### config.mk
export PLATFORM = sky130hd
export DESIGN_NAME = seg7_scan_driver
export DESIGN_NICKNAME = d
export VERILOG_FILES = /design/src/rtl/seg7_scan_driver.sv
export SDC_FILE = /design/constraint.sdc
export NUM_CORES = 1
export LEC_CHECK = 0
export ABC_AREA = 0
export BUFFER_PORTS_ARGS = -buffer_cell sky130_fd_sc_hd__buf_2
export CAP_MARGIN = 20
export CORE_ASPECT_RATIO = 0.75
export CORE_MARGIN = 1
export CORE_UTILIZATION = 50
export DETAILED_ROUTE_END_ITERATION = 6
export GPL_TIMING_DRIVEN = 0
export PLACE_DENSITY = 0.72
export SYNTH_ARGS = -nofsm -noshare
export SYNTH_HDL_FRONTEND = slang
export SYNTH_SLANG_ARGS = --single-unit
### constraint.sdc
create_clock -name clk -period 2.5 [get_ports clk]
set_input_delay 0.5 -clock clk [delete_from_list [all_inputs] [get_ports clk]]
set_output_delay 0.5 -clock clk [all_outputs]
set_load 0.005 [all_outputs]
### src/rtl/seg7_scan_driver.sv
// Purpose : time-multiplexed DIGITS-digit 7-segment driver with glyph decode, blanking, dp, leading-zero suppression.
// Latency : seg/seg_dp/dig are registered one cycle behind idx/pcnt; frame_done pulses the cycle after a frame boundary.
// Backpr. : none; loads are staged and committed only at a frame boundary, so a frame never mixes two loads.
module seg7_scan_driver #(
  parameter int DIGITS         = 4,
  parameter int CLK_DIV        = 50000,
  parameter int BLANK_CYC      = 2,
  parameter bit HEX_EN         = 1'b0,
  parameter bit DIG_ACTIVE_LOW = 1'b1
) (
  input  logic                  clk,
  input  logic                  rst_n,
  input  logic                  en,
  input  logic                  load,
  input  logic [4*DIGITS-1:0]   data,
  input  logic [DIGITS-1:0]     dp,
  input  logic [DIGITS-1:0]     blank,
  input  logic                  lz_en,
  output logic [6:0]            seg,
  output logic                  seg_dp,
  output logic [DIGITS-1:0]     dig,
  output logic                  frame_done
);

  localparam int PW = $clog2(CLK_DIV);
  localparam int IW = (DIGITS > 1) ? $clog2(DIGITS) : 1;
  localparam logic [6:0] SEG_OFF = 7'b1111111;
  localparam logic [DIGITS-1:0] DIG_OFF = {DIGITS{DIG_ACTIVE_LOW}};

  logic [PW-1:0]         pcnt;
  logic [IW-1:0]         idx;
  logic [4*DIGITS-1:0]   stg_data, shd_data;
  logic [DIGITS-1:0]     stg_dp, shd_dp;
  logic [DIGITS-1:0]     stg_blank, shd_blank;
  logic                  stg_lz, shd_lz;
  logic                  pend;

  logic                  slot_end;
  logic                  last_dig;
  logic                  boundary;

  logic [3:0]            cur_code;
  logic                  cur_dp;
  logic                  cur_blank;
  logic                  cur_lzs;
  logic                  zero_run;
  logic [7:0]            cur_glyph;
  logic                  in_window;
  logic [DIGITS-1:0]     dig_on;
  logic [6:0]            nxt_seg;
  logic                  nxt_dp;
  logic [DIGITS-1:0]     nxt_dig;

  // Glyph lookup: bit 7 = code is displayable, bits 6..0 = active-low segments a..g.
  function automatic logic [7:0] glyph(input logic [3:0] code);
    logic [7:0] g;
    case (code)
      4'h0: g = {1'b1, 7'b0000001};
      4'h1: g = {1'b1, 7'b1001111};
      4'h2: g = {1'b1, 7'b0010010};
      4'h3: g = {1'b1, 7'b0000110};
      4'h4: g = {1'b1, 7'b1001100};
      4'h5: g = {1'b1, 7'b0100100};
      4'h6: g = {1'b1, 7'b0100000};
      4'h7: g = {1'b1, 7'b0001111};
      4'h8: g = {1'b1, 7'b0000000};
      4'h9: g = {1'b1, 7'b0000100};
      4'hA: g = {HEX_EN, 7'b0001000};
      4'hB: g = {HEX_EN, 7'b1100000};
      4'hC: g = {HEX_EN, 7'b0110001};
      4'hD: g = {HEX_EN, 7'b1000010};
      4'hE: g = {HEX_EN, 7'b0110000};
      default: g = {HEX_EN, 7'b0111000};
    endcase
    return g;
  endfunction

  assign slot_end = (pcnt == PW'(CLK_DIV - 1));
  assign last_dig = (idx == IW'(DIGITS - 1));
  assign boundary = en & slot_end & last_dig;

  // Scan counters: prescaler steps every enabled cycle, digit index steps on prescaler wrap.
  always_ff @(posedge clk or negedge rst_n) begin
    if (!rst_n) begin
      pcnt <= '0;
      idx  <= '0;
    end else if (en) begin
      if (slot_end) begin
        pcnt <= '0;
        idx  <= last_dig ? '0 : idx + IW'(1);
      end else begin
        pcnt <= pcnt + PW'(1);
      end
    end
  end

  // Staging capture on load; pend marks data waiting for the next frame boundary.
  always_ff @(posedge clk or negedge rst_n) begin
    if (!rst_n) begin
      stg_data  <= '0;
      stg_dp    <= '0;
      stg_blank <= '0;
      stg_lz    <= 1'b0;
      pend      <= 1'b0;
    end else begin
      if (load) begin
        stg_data  <= data;
        stg_dp    <= dp;
        stg_blank <= blank;
        stg_lz    <= lz_en;
      end
      if (boundary)
        pend <= 1'b0;
      else if (load)
        pend <= 1'b1;
    end
  end

  // Shadow commit at the frame boundary; a load in the boundary cycle bypasses staging.
  always_ff @(posedge clk or negedge rst_n) begin
    if (!rst_n) begin
      shd_data  <= '0;
      shd_dp    <= '0;
      shd_blank <= '0;
      shd_lz    <= 1'b0;
    end else if (boundary && load) begin
      shd_data  <= data;
      shd_dp    <= dp;
      shd_blank <= blank;
      shd_lz    <= lz_en;
    end else if (boundary && pend) begin
      shd_data  <= stg_data;
      shd_dp    <= stg_dp;
      shd_blank <= stg_blank;
      shd_lz    <= stg_lz;
    end
  end

  // Select the current digit's fields and track whether it sits inside the leading-zero run.
  always_comb begin
    cur_code  = 4'd0;
    cur_dp    = 1'b0;
    cur_blank = 1'b0;
    cur_lzs   = 1'b0;
    zero_run  = 1'b1;
    dig_on    = '0;
    for (int i = DIGITS - 1; i >= 0; i--) begin
      zero_run = zero_run & (shd_data[4*i +: 4] == 4'd0);
      dig_on[i] = (idx == IW'(i));
      if (idx == IW'(i)) begin
        cur_code  = shd_data[4*i +: 4];
        cur_dp    = shd_dp[i];
        cur_blank = shd_blank[i];
        cur_lzs   = shd_lz & (i > 0) & zero_run;
      end
    end
  end

  // Anti-ghosting window: the digit enable is withheld for the first BLANK_CYC cycles of a slot.
  generate
    if (BLANK_CYC == 0) begin : g_nowin
      assign in_window = 1'b1;
    end else begin : g_win
      assign in_window = (pcnt >= PW'(BLANK_CYC));
    end
  endgenerate

  assign cur_glyph = glyph(cur_code);

  // Next output values: suppression forces segments off, blanking also kills the dp.
  always_comb begin
    nxt_seg = cur_glyph[6:0];
    if (cur_blank || !cur_glyph[7] || cur_lzs)
      nxt_seg = SEG_OFF;
    nxt_dp  = cur_blank ? 1'b1 : ~cur_dp;
    nxt_dig = in_window ? (DIG_OFF ^ dig_on) : DIG_OFF;
  end

  // Output registers; scan disabled parks every pin in its off state.
  always_ff @(posedge clk or negedge rst_n) begin
    if (!rst_n) begin
      seg        <= SEG_OFF;
      seg_dp     <= 1'b1;
      dig        <= DIG_OFF;
      frame_done <= 1'b0;
    end else begin
      frame_done <= boundary;
      if (en) begin
        seg    <= nxt_seg;
        seg_dp <= nxt_dp;
        dig    <= nxt_dig;
      end else begin
        seg    <= SEG_OFF;
        seg_dp <= 1'b1;
        dig    <= DIG_OFF;
      end
    end
  end

endmodule

# [Word-level counts from Yosys, hierarchy flattened]
# Memory sizes are Yosys's and may differ from the RTL's.
# Index checks and enable logic that the tools add are counted.
[totals] mem_count=1 output_inout_bits=13 ff_bits=82 mem_bits_ro=128
[mem_list] name="(no name shown)" words=16 word_bits=8 read_ports=1 rd_clocked_by_memory_dff=0 write_ports=0 line_no="57" rtl="case (code)"
[classes] bitwise_logic=9 add_sub_neg=2 reduce_logical=12 n_eq_ne=4 n_lt_le_gt_ge=1 n_mux=34
[ops] op="16-bit 2-to-1 mux" n=3
[ops] op="4-bit 2-to-1 mux" n=10
[ops] op="1-bit 2-to-1 mux" n=18
[ops] op="16-bit by 1-bit adder with 16-bit output, second input constant" n=1
[ops] op="16-bit equality test, second input constant" n=1
[ops] op="16-bit by 2-bit greater-or-equal comparator with 1-bit output, second input constant" n=1
[ops] op="7-bit 2-to-1 mux" n=2
[ops] op="4-bit logical NOT" n=3
[ops] op="1-bit AND" n=7
[ops] op="2-bit equality test, second input constant" n=2
[ops] op="4-bit inverter" n=1
[ops] op="2-bit nonzero test" n=2
[ops] op="2-bit by 1-bit adder with 2-bit output, second input constant" n=1
[ops] op="2-bit by 1-bit equality test with 1-bit output, second input constant" n=1
[ops] op="1-bit logical AND" n=2
[ops] op="2-bit logical NOT" n=1
[ops] op="1-bit logical OR" n=2
[ops] op="2-bit 2-to-1 mux" n=1
[ops] op="2-bit AND reduction" n=1
[ops] op="1-bit logical NOT" n=1
[ops] op="1-bit inverter" n=1

# [Longest topological paths before layout]
# An unclocked memory read counts as a cell.
[depth] ltp_word=11 ltp_mapped=11 ltp_nobuf=10

# [Worst setup path after synthesis]
# OpenSTA, ideal clock, no wires.
[synth_path] kind="flip-flop to flip-flop" startpoint="reg idx[0]" endpoint="reg seg[3]" n_path_buf=1 setup_time_ns=0.079 path_stages_with_launch=11 arrival_time_ns=2.317 setup_slack_ns=0.104 cell_sequence="dfrtp_1 > ha_1 > buf_2 > or2_2 > a221oi_1 > nor2_1 > inv_1 > ha_1 > nor3_1 > a211oi_1 > o21ai_0"
[synth_between] elab_chain_len=11 elab_cells_between_ends=22 cone_classes="eq/ne (3); mux (14); reduce/logical (4); memory (1)"
[synth_rtl] item="from (decl)" line_no="31" rtl="logic [IW-1:0] idx;"
[synth_rtl] item="from (signal assigned)" line_no="90" rtl="idx <= last_dig ? '0 : idx + IW'(1);"
[synth_rtl] item="2-bit equality test" line_no="150" rtl="if (idx == IW'(i)) begin"
[synth_rtl] item="4-bit 2-to-1 mux (4 in a row)" line_no="150"
[synth_rtl] item="memory read 16 x 8 bit"
[synth_rtl] item="1-bit logical NOT" line_no="173" rtl="if (cur_blank || !cur_glyph[7] || cur_lzs)"
[synth_rtl] item="1-bit logical OR (2 in a row)" line_no="173"
[synth_rtl] item="7-bit 2-to-1 mux (*)" line_no="173"
[synth_rtl] item="7-bit 2-to-1 mux (*)" line_no="188" rtl="if (en) begin"
[synth_rtl] item="to (signal assigned)" line_no="189" rtl="seg <= nxt_seg;"
[synth_rtl] item="to (decl)" line_no="19" rtl="output logic [6:0] seg,"
# Mark *: on every way between the ends. The rest lies on a longest branch, timed or not.
# A chain may end at the register's enable or synchronous reset.

# [Final worst setup path]
# Ends and elaborated chain as after synthesis.

==> run metrics <==
number of remaining DRC errors=0; Cells after Synth=~310; CP Launch Point=idx[0]$_DFFE_PN0N_; Period minus WS final=between 2 and 2.5 ns; most frequent cells in the layout=dfrtp_1 (70), mux2_2 (50), buf_2 (41); number of nets in the layout=roughly 410; net switching power figure=roughly 0.67 mW; result of the run=completed; startpoint class of the critical path=flop; placed wire-length estimate=about 5 mm; Final setup viols=0; net switching share of the total power=a little over a fifth; actual slew at the worst max-slew pin=between 0.5 and 0.6 ns; count of pins over their slew limit=0; number of clock sinks seen by CTS=slightly above 80; layout overhead on the synthesized area=18.90%; Final Core Density=61.10%; IR Drop Worst-Case VDD=~380 uV; Arrival @ worst endpoint=~2.7 ns; Row Count=27; startpoint of the most critical register-to-register path=idx[0]$_DFFE_PN0N_; number of H-tree levels=3; maximum number of buffers from clock root to sink=2; Mean Syn Cell Area=roughly 12 sq um; Yosys cell types=48; class of the tightest hold or removal check=input pin to async pin; pre-CTS WS=-0.3137 ns; post-synthesis register bit count=82; Slew HR=60.96%; logic gate share of total power=under 10%; routed length per placed instance=between 15 and 20 um; fin cells=about 470; GR Util All Layers=20.73%; Post-Syn Nets=between 300 and 400; post-synthesis cell area=roughly 3800 sq um; fraction of registers with async set/reset=100.0%; TNS Setup=0 ns; period utilization=94.52%; Req. time, crit path=~2.8 ns; post-placement cell count=between 400 and 500; critical-path maximum fanout=10; antenna violations before repair=0; share of Yosys cell area claimed by the top area cell type=a little under half; top-level I/O count=42; total cell area at the placement stage=around 4100 sq um; effective utilization at floorplan=between 50% and 60%; Most used DFF post-synth=dfrtp_1; summed area of non-filler cells in the final layout=around 4500 sq um; Core Footprint=about 7300 sq um; worst hold slack across all endpoints=~0.068 ns; worst setup margin=about 0.14 ns; GR Overflow Total=0; main area contributors after synthesis=dfrtp_1 (46%), mux2_2 (15%), dfstp_2 (8.4%); number of enable flip-flop cells after synthesis=0; CTS Buf Count=9; fmax=423.2 MHz; largest net degree at the start of global routing=54; global-route wire length before repair=~12 mm; final routed wirelength across all metal layers=7.373 mm; number of buffer cells added on primary ports=40; root buffer cell=clkbuf_8; kind of end point of the critical path=flop; leakage component of the power=slightly above 2 nW; placer congestion estimate=slightly below 0.9; number of iterations in the first detailed-routing pass=7; Worst-path clk slew=roughly 0.08 ns; Iteration-0 DRC Markers=~140; CTS tree=built; number of global-route vias before repair=2508; clock network fraction of total power=between 40% and 50%; Vias=~2600; Seq/Total Area, Yosys=a little over half; Hold Violations, Final=0; fraction of layout cells with a size suffix above 1=a little under two fifths; biggest area consumer among synthesized cells=dfrtp_1; post-route total power=3.106 mW; most frequent standard cell in the layout excluding fill and tap cells=dfrtp_1; x dimension of the die=~100 um; remaining antenna violation count after routing=0; cell internal power dissipation=2.437 mW; number of violations of the max-capacitance limit=0; Power Dens Cells=between 600 and 700 nW/um^2; Die H=77.18 um; largest clock skew in the final design=around 0.010 ns; clock network latency to the later pin of the worst-skew pair=around 0.35 ns; Ant. Diodes=0; part of the total power dissipated in sequential elements=~48%; Synthesis Warnings=0; WS Path Type=flop to flop; overall die area=7890 sq um; vias per cell=around 5.5
[metal layers]
metal	vias to the layer above	wire, um	track usage [%]
met5	-	0	0
met4	0	91	7.000
li1	1232	-	-
met2	74	3218	29.33
met3	9	410	5.925
met1	1267	3653	30.37
[synthesized netlist by cell type (all sizes together) (2+ instances only)]
cell type and instances:
xnor2 9, a211oi 3, a221o 2, o22ai 2, clkbuf 7, nor2 21
a21oi 7, dfrtp 70, xor2 4, ha 12, mux2 51, a221oi 4
o211ai 2, nand3 7, dfstp 12, buf 6, nand2 17, nand4 11
or3 2, inv 9, and3 3, nor2b 3, or2 2, and2 3
nor3 11, nor4 5, o21ai 11
[worst max-delay path, cell delays in order (launching register included)]
cell      delay, ns
dfrtp_1        0.40
inv_1          0.10
ha_1           0.26
clkbuf_2       0.25
a221oi_4       0.40
nor2_4         0.12
inv_2          0.11
ha_1           0.25
nor3_1         0.21
a211oi_1       0.07
o21ai_1        0.13
[final timing paths]
check                                   endpoint  slack [ns]  depth (start not counted)
setup / recovery                seg[3]$_DFF_PN1_        0.14                         10
hold / removal             stg_dp[1]$_DFFE_PN0P_        0.07                          1
setup reg to reg                seg[3]$_DFF_PN1_        0.14                         10
hold reg to reg               stg_lz$_DFFE_PN0P_        0.50                          1
max in group asynchronous       seg[2]$_DFF_PN1_        1.80                          2
min in group clk           stg_dp[2]$_DFFE_PN0P_        0.40                          2
[kinds of logic after synthesis]
| family | count (synthesis) | share of synthesized area (%) |
|---|---|---|
| and+or+nand+nor | 92 | 12.79 |
| buffers and inverters | 22 | 2.657 |
| adders and majority gates | 12 | 3.985 |
| DFF | 82 | 54.87 |
| AOI/OAI and AO/OA | 40 | 7.174 |
| xor gates and xnor gates | 13 | 3.022 |
| muxes | 52 | 15.51 |
[repair_timing]
action	in CTS	in global routing
resized for setup	4	12
setup buffers	0	2
hold buffers	0	0
endpoints found under the setup margin	6	7
[state kept, by name, summed over array words and instances, names as in the netlist, 4 cells and up]
register,cells
shd_blank,4
stg_blank,4
dig,4
stg_dp,4
shd_data,16
shd_dp,4
seg,7
pcnt,16
stg_data,16
[power groups by stage]
stage	Sequential [mW]	Combinational, mW	Clock (mW)
final	1.49	0.266	1.35
after global routing	1.50	0.305	1.44
after detailed placement	1.51	0.268	0
after global placement	1.50	0.251	0
after CTS	1.49	0.271	1.39
after floorplan	1.50	0.167	0
[final cells by class]
| cell class | instances | area [sq um] |
|---|---|---|
| buffer | 12 | 65.06 |
| clock buffer | 11 | 141.4 |
| clock inverter | 5 | 150.1 |
| fill | 603 | 2851 |
| inverter | 9 | 33.78 |
| multi-input combinational | 209 | 1650 |
| sequential | 82 | 2067 |
| tap | 101 | 126.4 |
| timing repair buffer | 43 | 245.2 |
Note: power is estimated with default switching activity, not from simulation.
